<file path="config.mk">
export PLATFORM = sky130hd
export DESIGN_NAME = ads1292_frame_packer
export DESIGN_NICKNAME = d
export VERILOG_FILES = /design/src/rtl/ads1292_frame_packer.sv
export SDC_FILE = /design/constraint.sdc
export NUM_CORES = 1
export LEC_CHECK = 0
export ABC_AREA = 0
export CAP_MARGIN = 20
export CORE_AREA = 2 2 168 170
export CTS_CLUSTER_SIZE = 8
export DETAILED_ROUTE_END_ITERATION = 12
export DIE_AREA = 0 0 170 172
export GPL_ROUTABILITY_DRIVEN = 0
export GPL_TIMING_DRIVEN = 0
export PLACE_DENSITY = 0.85
export SETUP_SLACK_MARGIN = 0.02
export SLEW_MARGIN = 10
export SYNTH_ARGS = -nofsm -noshare
export SYNTH_HDL_FRONTEND = slang
export SYNTH_SLANG_ARGS = --single-unit
</file>
<file path="constraint.sdc">
create_clock -name clk -period 3.63 [get_ports clk]
set_input_delay 0.9075 -clock clk [delete_from_list [all_inputs] [get_ports clk]]
set_output_delay 0.9075 -clock clk [all_outputs]
set_load 0.01 [all_outputs]
</file>
<file path="src/rtl/ads1292_frame_packer.sv">
`default_nettype none
// ads1292_frame_packer: splits ADS1292 RDATAC frames into two checksummed 40-bit
// channel packets and queues them in a small FIFO for the UART transmitter.
module ads1292_frame_packer #(
  parameter int         FIFO_DEPTH = 8,
  parameter logic [3:0] HDR_NIBBLE = 4'hC
) (
  input  logic                        clk,
  input  logic                        rstn,
  input  logic [71:0]                 i_FRAME,
  input  logic                        i_FRAME_VALID,
  input  logic                        i_ENABLE,
  input  logic                        i_CLR_ERR,
  output logic [39:0]                 o_PKT,
  output logic                        o_PKT_VALID,
  input  logic                        i_PKT_READY,
  output logic                        o_HDR_ERR,
  output logic                        o_OVERFLOW,
  output logic [$clog2(FIFO_DEPTH):0] o_LEVEL
);

  localparam int PW = $clog2(FIFO_DEPTH);
  localparam int LW = PW + 1;
  localparam logic [LW-1:0] SPACE_LIMIT = LW'(FIFO_DEPTH - 2);

  generate
    if (FIFO_DEPTH < 4 || (FIFO_DEPTH & (FIFO_DEPTH - 1)) != 0) begin : g_bad_depth
      $error("FIFO_DEPTH must be a power of two and at least 4");
    end
  endgenerate

  typedef enum logic [1:0] {
    IDLE     = 2'd0,
    PUSH_CH1 = 2'd1,
    PUSH_CH2 = 2'd2
  } state_t;

  state_t        state;
  state_t        state_nxt;
  logic [23:0]   ch1_hold;
  logic [23:0]   ch2_hold;
  logic [2:0]    seq;
  logic [PW-1:0] wr_ptr;
  logic [PW-1:0] rd_ptr;
  logic [LW-1:0] level;
  logic [39:0]   mem [FIFO_DEPTH];
  logic          hdr_err;
  logic          overflow;

  logic          frame_seen;
  logic          hdr_ok;
  logic          has_space;
  logic          accept;
  logic          hdr_drop;
  logic          ovf_drop;
  logic          push;
  logic          pop;
  logic          push_ch;
  logic [23:0]   push_sample;
  logic [7:0]    pkt_top;
  logic [39:0]   push_pkt;
  logic          unused_status;

  // Status bits below the header nibble carry no information for the packer.
  assign unused_status = ^i_FRAME[67:48];

  // Next-state logic
  always_comb begin
    state_nxt = state;
    case (state)
      IDLE:     if (accept) state_nxt = PUSH_CH1;
      PUSH_CH1: state_nxt = PUSH_CH2;
      PUSH_CH2: state_nxt = IDLE;
      default:  state_nxt = IDLE;
    endcase
  end

  always_ff @(posedge clk or negedge rstn) begin
    if (!rstn) begin
      state <= IDLE;
    end else begin
      state <= state_nxt;
    end
  end

  // Frame qualification; header errors take priority over busy/space drops.
  always_comb begin
    frame_seen = i_FRAME_VALID && i_ENABLE;
    hdr_ok     = (i_FRAME[71:68] == HDR_NIBBLE);
    has_space  = (level <= SPACE_LIMIT);
    hdr_drop   = frame_seen && !hdr_ok;
    ovf_drop   = frame_seen && hdr_ok && ((state != IDLE) || !has_space);
    accept     = frame_seen && hdr_ok && (state == IDLE) && has_space;
  end

  // Packet assembly for the channel being written this cycle.
  always_comb begin
    push        = (state == PUSH_CH1) || (state == PUSH_CH2);
    push_ch     = (state == PUSH_CH2);
    push_sample = push_ch ? ch2_hold : ch1_hold;
    pkt_top     = {4'hA, push_ch, seq};
    push_pkt    = {pkt_top, push_sample,
                   pkt_top ^ push_sample[23:16] ^ push_sample[15:8] ^ push_sample[7:0]};
    pop         = (level != '0) && i_PKT_READY;
  end

  always_ff @(posedge clk or negedge rstn) begin
    if (!rstn) begin
      ch1_hold <= '0;
      ch2_hold <= '0;
    end else if (accept) begin
      ch1_hold <= i_FRAME[47:24];
      ch2_hold <= i_FRAME[23:0];
    end
  end

  always_ff @(posedge clk or negedge rstn) begin
    if (!rstn) begin
      seq <= '0;
    end else if (state == PUSH_CH2) begin
      seq <= seq + 3'd1;
    end
  end

  // Storage needs no reset: the read side is masked whenever the FIFO is empty.
  always_ff @(posedge clk) begin
    if (push) begin
      mem[wr_ptr] <= push_pkt;
    end
  end

  always_ff @(posedge clk or negedge rstn) begin
    if (!rstn) begin
      wr_ptr <= '0;
      rd_ptr <= '0;
      level  <= '0;
    end else begin
      if (push) wr_ptr <= wr_ptr + 1'b1;
      if (pop)  rd_ptr <= rd_ptr + 1'b1;
      case ({push, pop})
        2'b10:   level <= level + 1'b1;
        2'b01:   level <= level - 1'b1;
        default: level <= level;
      endcase
    end
  end

  // A new error in the same cycle as a clear request wins.
  always_ff @(posedge clk or negedge rstn) begin
    if (!rstn) begin
      hdr_err  <= 1'b0;
      overflow <= 1'b0;
    end else begin
      if (hdr_drop)       hdr_err <= 1'b1;
      else if (i_CLR_ERR) hdr_err <= 1'b0;
      if (ovf_drop)       overflow <= 1'b1;
      else if (i_CLR_ERR) overflow <= 1'b0;
    end
  end

  assign o_PKT_VALID = (level != '0);
  assign o_PKT       = o_PKT_VALID ? mem[rd_ptr] : '0;
  assign o_LEVEL     = level;
  assign o_HDR_ERR   = hdr_err;
  assign o_OVERFLOW  = overflow;

endmodule
`default_nettype wire

</file>
==> flow_summary.toml, run 1 <==
[synthesis]
synth.cell_area_sq_um = 14010
yosysWarnings = 0
yosysUniqueCellTypes = 34
synth_edf_count = 288
synth-seq-cells = 353
syn_inst = 656
avgSynthCellArea_sq_um = 21.36
synth_ff_type = "edfxtp_1"
ys_seq_area_frac = 0.7334
async_reset_ff_frac = 0.1841

[placement]
numPortBuffers = 102
dp_hpwl_mm = 18.89

[power]
power.share.sequential = 0.386
power_density_nw_per_um2 = 895.1
switchingPower_mw = 4.722
swShare = 0.3063
combPwrFrac = 0.343
irDropWorstVdd_mv = 0.4746
power_leakage_nw = 6.262
power_frac_clock = 0.270
p_int_mw = 10.69
power_mw = 15.42

[status]
outcome = "finished clean"

[layout]
layout_commonest_cell = "edfxtp_1"
fill_cells = 1803
layout_common_cells = "288 x edfxtp_1, 76 x mux2_2, 72 x mux4_2, 70 x clkdlybuf4s50_1, 63 x dfrtp_1"
drive_gt1_frac = 0.3149
diodes = 0
syn_to_final_growth_pct = 22.93
layout.nets = 910
regArea_sq_um = 10280
multi_input_area_sq_um = 3541

[global_routing]
grt_pass1_vias = 7546
antenna_found_initial = 0
grt_pass1_wl_mm = 45.63
grt_max_degree = 64
grt.overflow.total = 0
track_usage = 0.2162

[floorplanning]
chipWidth_microns = 170
die_area_sq_um = 29240
die_h_microns = 172
rows = 61
core_region_area_sq_um = 27480
start_util = 0.5099
io_pins = 125

[timing]
setup_violations = 0
period_share = 0.9871
hold_violations = 0
rsz0062_at_grt = "true"
fmax_ghz = 0.2791
period_minus_slack_ns = 3.583
worstMarginPinSlew_ns = 0.8624
whs_ns = 0.1613
final_max_slew_viol_count = 0
relSlewSlack = 0.4190
finalClockSkew_ns = 0.01696

[clock_network]
cts_buffers = 50
path_clk_slew_ns = 0.05
ctsHoldBuffers = 0
cts_tree = "yes"
numClockSinks = 353
h-tree-depth = 2
clockBufferDepth = 3
cts_root_buf = "clkbuf_16"
clkLatencyLatePin_ns = 0.55

[worst_hold_path]
hp-class = "input pin to async pin"

[drt]
post_drt_wl_per_cell_microns = 25.42
drcViolationCount = 0
drt_wl_total_mm = 30.43
vias = 7067
via_per_inst = 5.904
first_pass_iters = 4
postRouteAntennaNets = 0
drt_iter0_drc = 634

[setup_path]
criticalPathCategory = "register to output port"
worstPathArrival_ns = 2.68
reg2reg_depth = 6
crit_required_ns = 2.72
startpoint_type = "register"
cp-end-kind = "output port"
path_max_fanout = 10

[run]
maxCapViolCount = 0
==> cell families (layout without fill, tap and decap cells) <==
kind of cell               count (synthesis)  in the layout  share of synthesized area
adders and majority gates                  9              9                   0.008038
xor gates and xnor gates                  22             22                    0.02206
DFF                                      353            353                     0.7334
muxes                                    148            148                     0.1768
other                                      1              2                  0.0002677
and+or+nand+nor                           33             33                    0.01268
AOI/OAI and AO/OA                         46             46                    0.02715
buffers and inverters                     44            238                    0.01956
==> stage by stage <==
| step | instance area (sq um) | setup slack [ns] | utilization | TNS [ns] | std cells |
|---|---|---|---|---|---|
| global placement | 15480 | -0.6378 | 0.5633 | -168.61 | 1105 |
| global route | 17220 | 0.004951 | 0.6268 | 0 | 1197 |
| detailed placement | 15780 | -0.007024 | 0.5742 | -0.007024 | 1116 |
| finish | 17220 | 0.04668 | 0.6268 | 0 | 1197 |
| CTS | 17200 | 0.02372 | 0.6260 | 0 | 1196 |
| floorplan | 14020 | 0.7637 | - | 0 | 657 |
==> power by group through the flow <==
stage	sequential [mW]	clock [mW]	combinational (mW)
after floorplan	5.92	0	3.28
after global placement	5.97	0	5.12
after detailed placement	6.01	0	5.38
after CTS	5.95	4.21	5.31
after global routing	6.00	4.40	5.64
final	5.96	4.16	5.30
==> cell type report <==
type,instances,area share
buffer,38,0.01715
clock buffer,77,0.07977
clock inverter,3,0.002398
inverter,6,0.001308
multi-input combinational,260,0.2056
sequential,353,0.5968
tap,346,0.02514
timing repair buffer,114,0.07185
==> layer usage <==
layer	wire length (microns)	global-route usage	vias to the layer above
met5	0	0	-
met4	790	0.07507	0
met3	2208	0.03616	54
met2	15770	0.3752	330
met1	11660	0.2805	3675
li1	-	-	3008
==> synth_stat cells, types with 2 or more instances <==
master | n | area (sq um)
xnor3_1 | 3 | 67.56
buf_4 | 6 | 45.04
nor2_1 | 7 | 26.28
a21oi_1 | 2 | 10.01
buf_6 | 9 | 101.4
nand2b_1 | 3 | 18.77
xor3_1 | 5 | 118.9
nand3_1 | 3 | 15.01
nor3_1 | 3 | 15.01
ha_1 | 9 | 112.6
mux4_2 | 72 | 1622
mux2_2 | 76 | 855.8
o21ai_0 | 3 | 15.01
edfxtp_1 | 288 | 8648
clkbuf_1 | 8 | 30.03
buf_2 | 15 | 75.07
a22o_1 | 37 | 324.1
xor2_1 | 9 | 78.83
dfrtp_1 | 65 | 1627
nand2_1 | 10 | 37.54
xnor2_1 | 5 | 43.79
inv_1 | 6 | 22.52
==> registers in the layout, summed over array words and instances, names as in the netlist <==
name,count
ch2_hold,24
ch1_hold,24
o_LEVEL,4
rd_ptr,3
o_HDR_ERR,1
state,2
wr_ptr,3
seq,3
o_OVERFLOW,1
mem,288
==> path summary, 6_finish.rpt <==
| check | start | endpoint | slack [ns] |
|---|---|---|---|
| min | rstn | o_LEVEL[0]$_DFFE_PN0P_ | 0.16 |
| min reg2reg | o_HDR_ERR$_DFFE_PN0P_ | o_HDR_ERR$_DFFE_PN0P_ | 0.50 |
| max in group asynchronous | rstn | ch2_hold[22]$_DFFE_PN0P_ | 2.97 |
| max | o_LEVEL[2]$_DFFE_PN0P_ | o_PKT[31] | 0.05 |
| max reg2reg | state[0]$_DFFE_PN0P_ | mem[7][1]$_DFFE_PP_ | 0.77 |
| min in group clk | o_HDR_ERR$_DFFE_PN0P_ | o_HDR_ERR$_DFFE_PN0P_ | 0.50 |
==> worst max-delay path, cell delays in order (launching register included) <==
cell and delay, ns:
dfrtp_2 0.44, or4_4 0.52, buf_6 0.15, and2_4 0.15, buf_6 0.15, buf_6 0.16
a22o_1 0.25, dlygate4sd2_1 0.31
==> repair_timing <==
| item | CTS | global route |
|---|---|---|
| setup endpoints to repair | 36 | 12 |
| resized for setup | 51 | 8 |
| setup buffers | 0 | 1 |
(Power assumes the default switching activity.)
==> run 2: changes to the inputs <==
SETUP_SLACK_MARGIN = unset   (was 0.02)
==> flow_summary.toml, run 2 (synthesized netlist as in run 1, its figures left out) <==
[drt]
drcViolationCount = 0
first_pass_iters = 4
postRouteAntennaNets = 0
drt_iter0_drc = 658
via_per_inst = 5.891
post_drt_wl_per_cell_microns = 25.40
drt_wl_total_mm = 30.41
vias = 7051

[clock_network]
h-tree-depth = 2
cts_tree = "yes"
clockBufferDepth = 3
clkLatencyLatePin_ns = 0.55
cts_root_buf = "clkbuf_16"
cts_buffers = 50
numClockSinks = 353
path_clk_slew_ns = 0.05

[floorplanning]
start_util = 0.5099
rows = 61
die_area_sq_um = 29240
io_pins = 125
core_region_area_sq_um = 27480
die_h_microns = 172
chipWidth_microns = 170

[timing]
finalClockSkew_ns = 0.01580
rsz0062_at_grt = "false"
worstMarginPinSlew_ns = 0.8893
setup_tns_ns = 0
fmax_ghz = 0.2790
setup_violations = 0
period_minus_slack_ns = 3.585
hold_violations = 0
final_max_slew_viol_count = 0
relSlewSlack = 0.4008
period_share = 0.9875

[placement]
post_dp_cell_area_sq_um = 15780
dp_hpwl_mm = 18.89
numPortBuffers = 102

[global_routing]
grt_pass1_vias = 7543
grt.overflow.total = 0
track_usage = 0.2162
grt_pass1_wl_mm = 45.61
grt_max_degree = 64
antenna_found_initial = 0

[layout]
layout.nets = 910
fin_area_sq_um = 17210
largestRegisters = "mem: 288 flops, ch1_hold: 24 flops, ch2_hold: 24 flops"
drive_gt1_frac = 0.3137
syn_to_final_growth_pct = 22.86
diodes = 0
layout_common_cells = "288 x edfxtp_1, 76 x mux2_2, 72 x mux4_2, 70 x clkdlybuf4s50_1, 63 x dfrtp_1"
top_register = "mem"
layout_commonest_cell = "edfxtp_1"
largest_register_ffs = 288

[setup_path]
worstPathArrival_ns = 2.68
crit_required_ns = 2.72
cpMaxStageDelayCell = "or4_4"
startpoint_type = "register"
path_common_cell = "buf_6"
crit_family = "buffers and inverters"
cp_num_buf_inv = 4
cp-end-kind = "output port"
max_stage_delay_ns = 0.52
path_cells = "or4_4 > buf_6 > and2_4 > buf_6 > buf_6 > a22o_1 > dlygate4sd2_1"
path_max_fanout = 10
criticalPathCategory = "register to output port"

[power]
irDropWorstVdd_mv = 0.4774
power_density_nw_per_um2 = 893.8
power_leakage_nw = 6.271

[worst_hold_path]
hp-class = "input pin to async pin"

[run]
maxCapViolCount = 0

[status]
outcome = "finished clean"
==> run 2: cell types whose count changed in the layout (fill, tap and decap cells not counted), sizes merged <==
cell,before,now
dlygate4sd2,27,29
dlymetal6s2s,0,1
clkdlybuf4s15,4,1
==> run 2: final cells by class <==
| cell class | instances | area (sq um) |
|---|---|---|
| Clock inverter | 3 | 41.29 |
| Sequential cell | 353 | 10280 |
| Timing Repair Buffer | 114 | 1237 |
| Clock buffer | 77 | 1374 |
| Multi-Input combinational cell | 260 | 3532 |
| Inverter | 6 | 22.52 |
| Buffer | 38 | 295.3 |
| Tap cell | 346 | 432.9 |
| Fill cell | 1807 | 10260 |
==> run 2: metrics by stage <==
| step | total power, mW | hold slack (ns) | setup slack, ns | util | instances |
|---|---|---|---|---|---|
| after floorplan | 9.199 | 0.4736 | 0.7637 | - | 657 |
| after global placement | 11.09 | 0.4790 | -0.6378 | 0.5633 | 1105 |
| after detailed placement | 11.39 | 0.4793 | -0.007024 | 0.5742 | 1116 |
| after CTS | 15.47 | 0.1437 | 0.004882 | 0.6258 | 1196 |
| after global routing | 16.03 | 0.1474 | 0.004951 | 0.6265 | 1197 |
| final | 15.39 | 0.1599 | 0.04533 | 0.6265 | 1197 |
==> run 2: what timing repair did <==
action | CTS | global route
gates cloned | 0 | 0
gates resized for setup | 49 | 6
buffers inserted | 0 | 1
hold buffers | 0 | 0
pin swaps | 0 | 0
endpoints found under the setup margin | 36 | 8
==> run 2: worst paths after layout <==
path / start / endpoint / slack, ns / cells after the start
max reg2reg: state[0]$_DFFE_PN0P_ / mem[4][5]$_DFFE_PP_ / 0.80 / 6
min: rstn / o_LEVEL[0]$_DFFE_PN0P_ / 0.16 / 1
max: o_LEVEL[2]$_DFFE_PN0P_ / o_PKT[23] / 0.05 / 7
min reg2reg: o_HDR_ERR$_DFFE_PN0P_ / o_HDR_ERR$_DFFE_PN0P_ / 0.50 / 1
max in group asynchronous: rstn / ch2_hold[22]$_DFFE_PN0P_ / 2.97 / 2
min in group clk: o_HDR_ERR$_DFFE_PN0P_ / o_HDR_ERR$_DFFE_PN0P_ / 0.50 / 1
==> run 2: worst reg2reg max path, cell delays in order (launching register included) <==
cell and delay (ns):
dfrtp_1 0.37, inv_1 0.10, ha_1 0.43, buf_2 0.36, buf_2 0.38, mux2_2 0.49
xnor3_1 0.48
==> run 2: power by group <==
| part | leakage, nW | internal, mW | switching, mW |
|---|---|---|---|
| registers | 3.49 | 5.65 | 0.306 |
| logic | 2.11 | 2.47 | 2.80 |
| clock network | 0.677 | 2.56 | 1.59 |
==> run 2: layer usage <==
metal	wire length, microns	vias to the layer above	GRT usage
li1	-	3006	-
met1	11630	3659	0.2787
met2	15750	333	0.3736
met3	2214	53	0.03845
met4	821	0	0.07841
met5	0	-	0
==> run 3: changes to the inputs <==
CORE_AREA = 2 2 160 162   (was 2 2 168 170)
DIE_AREA = 0 0 162 164   (was 0 0 170 172)
DONT_BUFFER_PORTS = 1   (was unset)
==> flow_summary.toml, run 3 (synthesized netlist as in run 1, its figures left out) <==
[status]
outcome = "finished clean"

[run]
maxCapViolCount = 0

[timing]
finalClockSkew_ns = 0.02327
hold_violations = 0
final_max_slew_viol_count = 0
period_minus_slack_ns = 3.499
fmax_ghz = 0.2858
period_share = 0.9640
setup_violations = 0
rsz0062_at_grt = "false"
relSlewSlack = 0.3830
fin_ws_ns = 0.1306
worstMarginPinSlew_ns = 0.9225

[setup_path]
crit_required_ns = 2.72
cpMaxStageDelayCell = "mux4_2"
cp_num_buf_inv = 2
r2r-start = "state[0]$_DFFE_PN0P_"
reg2reg_depth = 6
path_max_fanout = 10
criticalPathCategory = "register to output port"
reg2reg_slack_ns = 0.77
max_stage_delay_ns = 0.58
path_common_cell = "buf_2"
cp-end-kind = "output port"
path_cells = "buf_2 > buf_2 > mux4_2 > a22o_1"
worstPathArrival_ns = 2.59
rr_endpoint = "mem[4][2]$_DFFE_PP_"
crit_family = "buffers and inverters"
startpoint_type = "register"

[global_routing]
grt_pass1_wl_mm = 46.54
track_usage = 0.2415
grt_max_degree = 66
antenna_found_initial = 0
grt.overflow.total = 0
grt_pass1_vias = 7439

[clock_network]
clkLatencyLatePin_ns = 0.55
h-tree-depth = 2
cts_buffers = 50
cts_root_buf = "clkbuf_16"
post_cts_buffers = 0
cts_tree = "yes"
clockBufferDepth = 3
numClockSinks = 353
path_clk_slew_ns = 0.05

[layout]
regArea_sq_um = 10270
largest_register_ffs = 288
fill_cells = 1503
layout.nets = 806
diodes = 0
drive_gt1_frac = 0.3514
layout_commonest_cell = "edfxtp_1"
top_register = "mem"
layout.cells.non_filler = 1070
syn_to_final_growth_pct = 15.02
largestRegisters = "mem: 288 flops, ch1_hold: 24 flops, ch2_hold: 24 flops"
layout_common_cells = "288 x edfxtp_1, 76 x mux2_2, 72 x mux4_2, 65 x dfrtp_1, 51 x clkbuf_16"
multi_input_area_sq_um = 3532

[worst_hold_path]
hp-class = "input pin to async pin"

[floorplanning]
die_h_microns = 164
die_area_sq_um = 26570
io_pins = 125
chipWidth_microns = 162
start_util = 0.5645
core_region_area_sq_um = 24820
rows = 58

[placement]
dp_hpwl_mm = 18.88
dpl_worst_slack_ns = 0.4695
placedCellCount = 997
numPortBuffers = 0

[drt]
drt_wl_total_mm = 31.05
vias = 6859
post_drt_wl_per_cell_microns = 29.02
drt_iter0_drc = 723
drcViolationCount = 0
via_per_inst = 6.410
first_pass_iters = 5
postRouteAntennaNets = 0

[power]
power_leakage_nw = 5.770
irDropWorstVdd_mv = 0.7290
power_density_nw_per_um2 = 917.7
run 3: cell count changes in the layout (fill, tap and decap cells not counted), moves of 2 or more:
cell             delta
clkdlybuf4s50_1    -70
dlygate4sd2_1      -29
buf_2               +8
buf_4               -7
clkbuf_1            -5
buf_12              -3
buf_6               -3
clkinv_8            -2
dfrtp_1             +2
dfrtp_2             -2
run 3: how the worst max path moves through the flow:
stage,slack (ns),to,start,cells past startpoint
final,0.13,o_PKT[28],rd_ptr[0]$_DFFE_PN0P_,4
after CTS,0.09,o_PKT[25],rd_ptr[0]$_DFFE_PN0P_,4
after floorplan,0.76,mem[4][0]$_DFFE_PP_,state[1]$_DFFE_PN0P_,4
after global placement,-0.66,mem[4][6]$_DFFE_PP_,state[1]$_DFFE_PN0P_,4
after detailed placement,0.47,o_PKT[25],rd_ptr[1]$_DFFE_PN0P_,4
after global routing,0.02,o_PKT[29],rd_ptr[0]$_DFFE_PN0P_,4
run 3: cell type report:
| cell class | instances | share of cell area |
|---|---|---|
| plain buffers | 38 | 0.01607 |
| clock buffers | 70 | 0.08362 |
| clock inverters | 3 | 0.002329 |
| inverters | 6 | 0.001398 |
| multi-input cells | 260 | 0.2192 |
| flip-flops and latches | 353 | 0.6376 |
| well taps | 330 | 0.02562 |
| repair buffers | 10 | 0.01413 |
run 3: per-layer routing:
metal  track usage  vias to the layer above  share of wire
met2        0.3985                      404           0.49
li1              -                     2794              -
met1        0.3154                     3575           0.38
met4        0.1030                        0          0.041
met5             0                        -              0
met3       0.05253                       86          0.088
run 3: stage by stage:
stage | power (mW) | utilization | cell area, sq um | hold slack (ns) | setup TNS [ns]
floorplan | 9.199 | - | 14020 | 0.4736 | 0
global placement | 10.28 | 0.5817 | 14440 | 0.4827 | -160.57
detailed placement | 10.64 | 0.5932 | 14720 | 0.4898 | 0
CTS | 14.84 | 0.6493 | 16110 | 0.04821 | 0
global route | 15.34 | 0.6493 | 16110 | 0.04473 | 0
finish | 14.79 | 0.6493 | 16110 | 0.06684 | 0
run 3: power breakdown:
| part | total [mW] | internal, mW | switching, mW |
|---|---|---|---|
| logic | 4.68 | 1.94 | 2.74 |
| clock network | 4.12 | 2.54 | 1.58 |
| registers | 5.99 | 5.65 | 0.334 |
run 3: what timing repair did:
item | in CTS | in global routing
resized for setup | 6 | 0
hold buffers | 0 | 0
endpoints found under the setup margin | 33 | 0
hold endpoints to repair | 0 | 0
run 3: worst register-to-register path, cell delays in order (launching register included):
cell and delay (ns):
dfrtp_1 0.38, inv_1 0.10, ha_1 0.47, buf_2 0.38
mux2_2 0.48, xor2_1 0.32, xor3_1 0.42
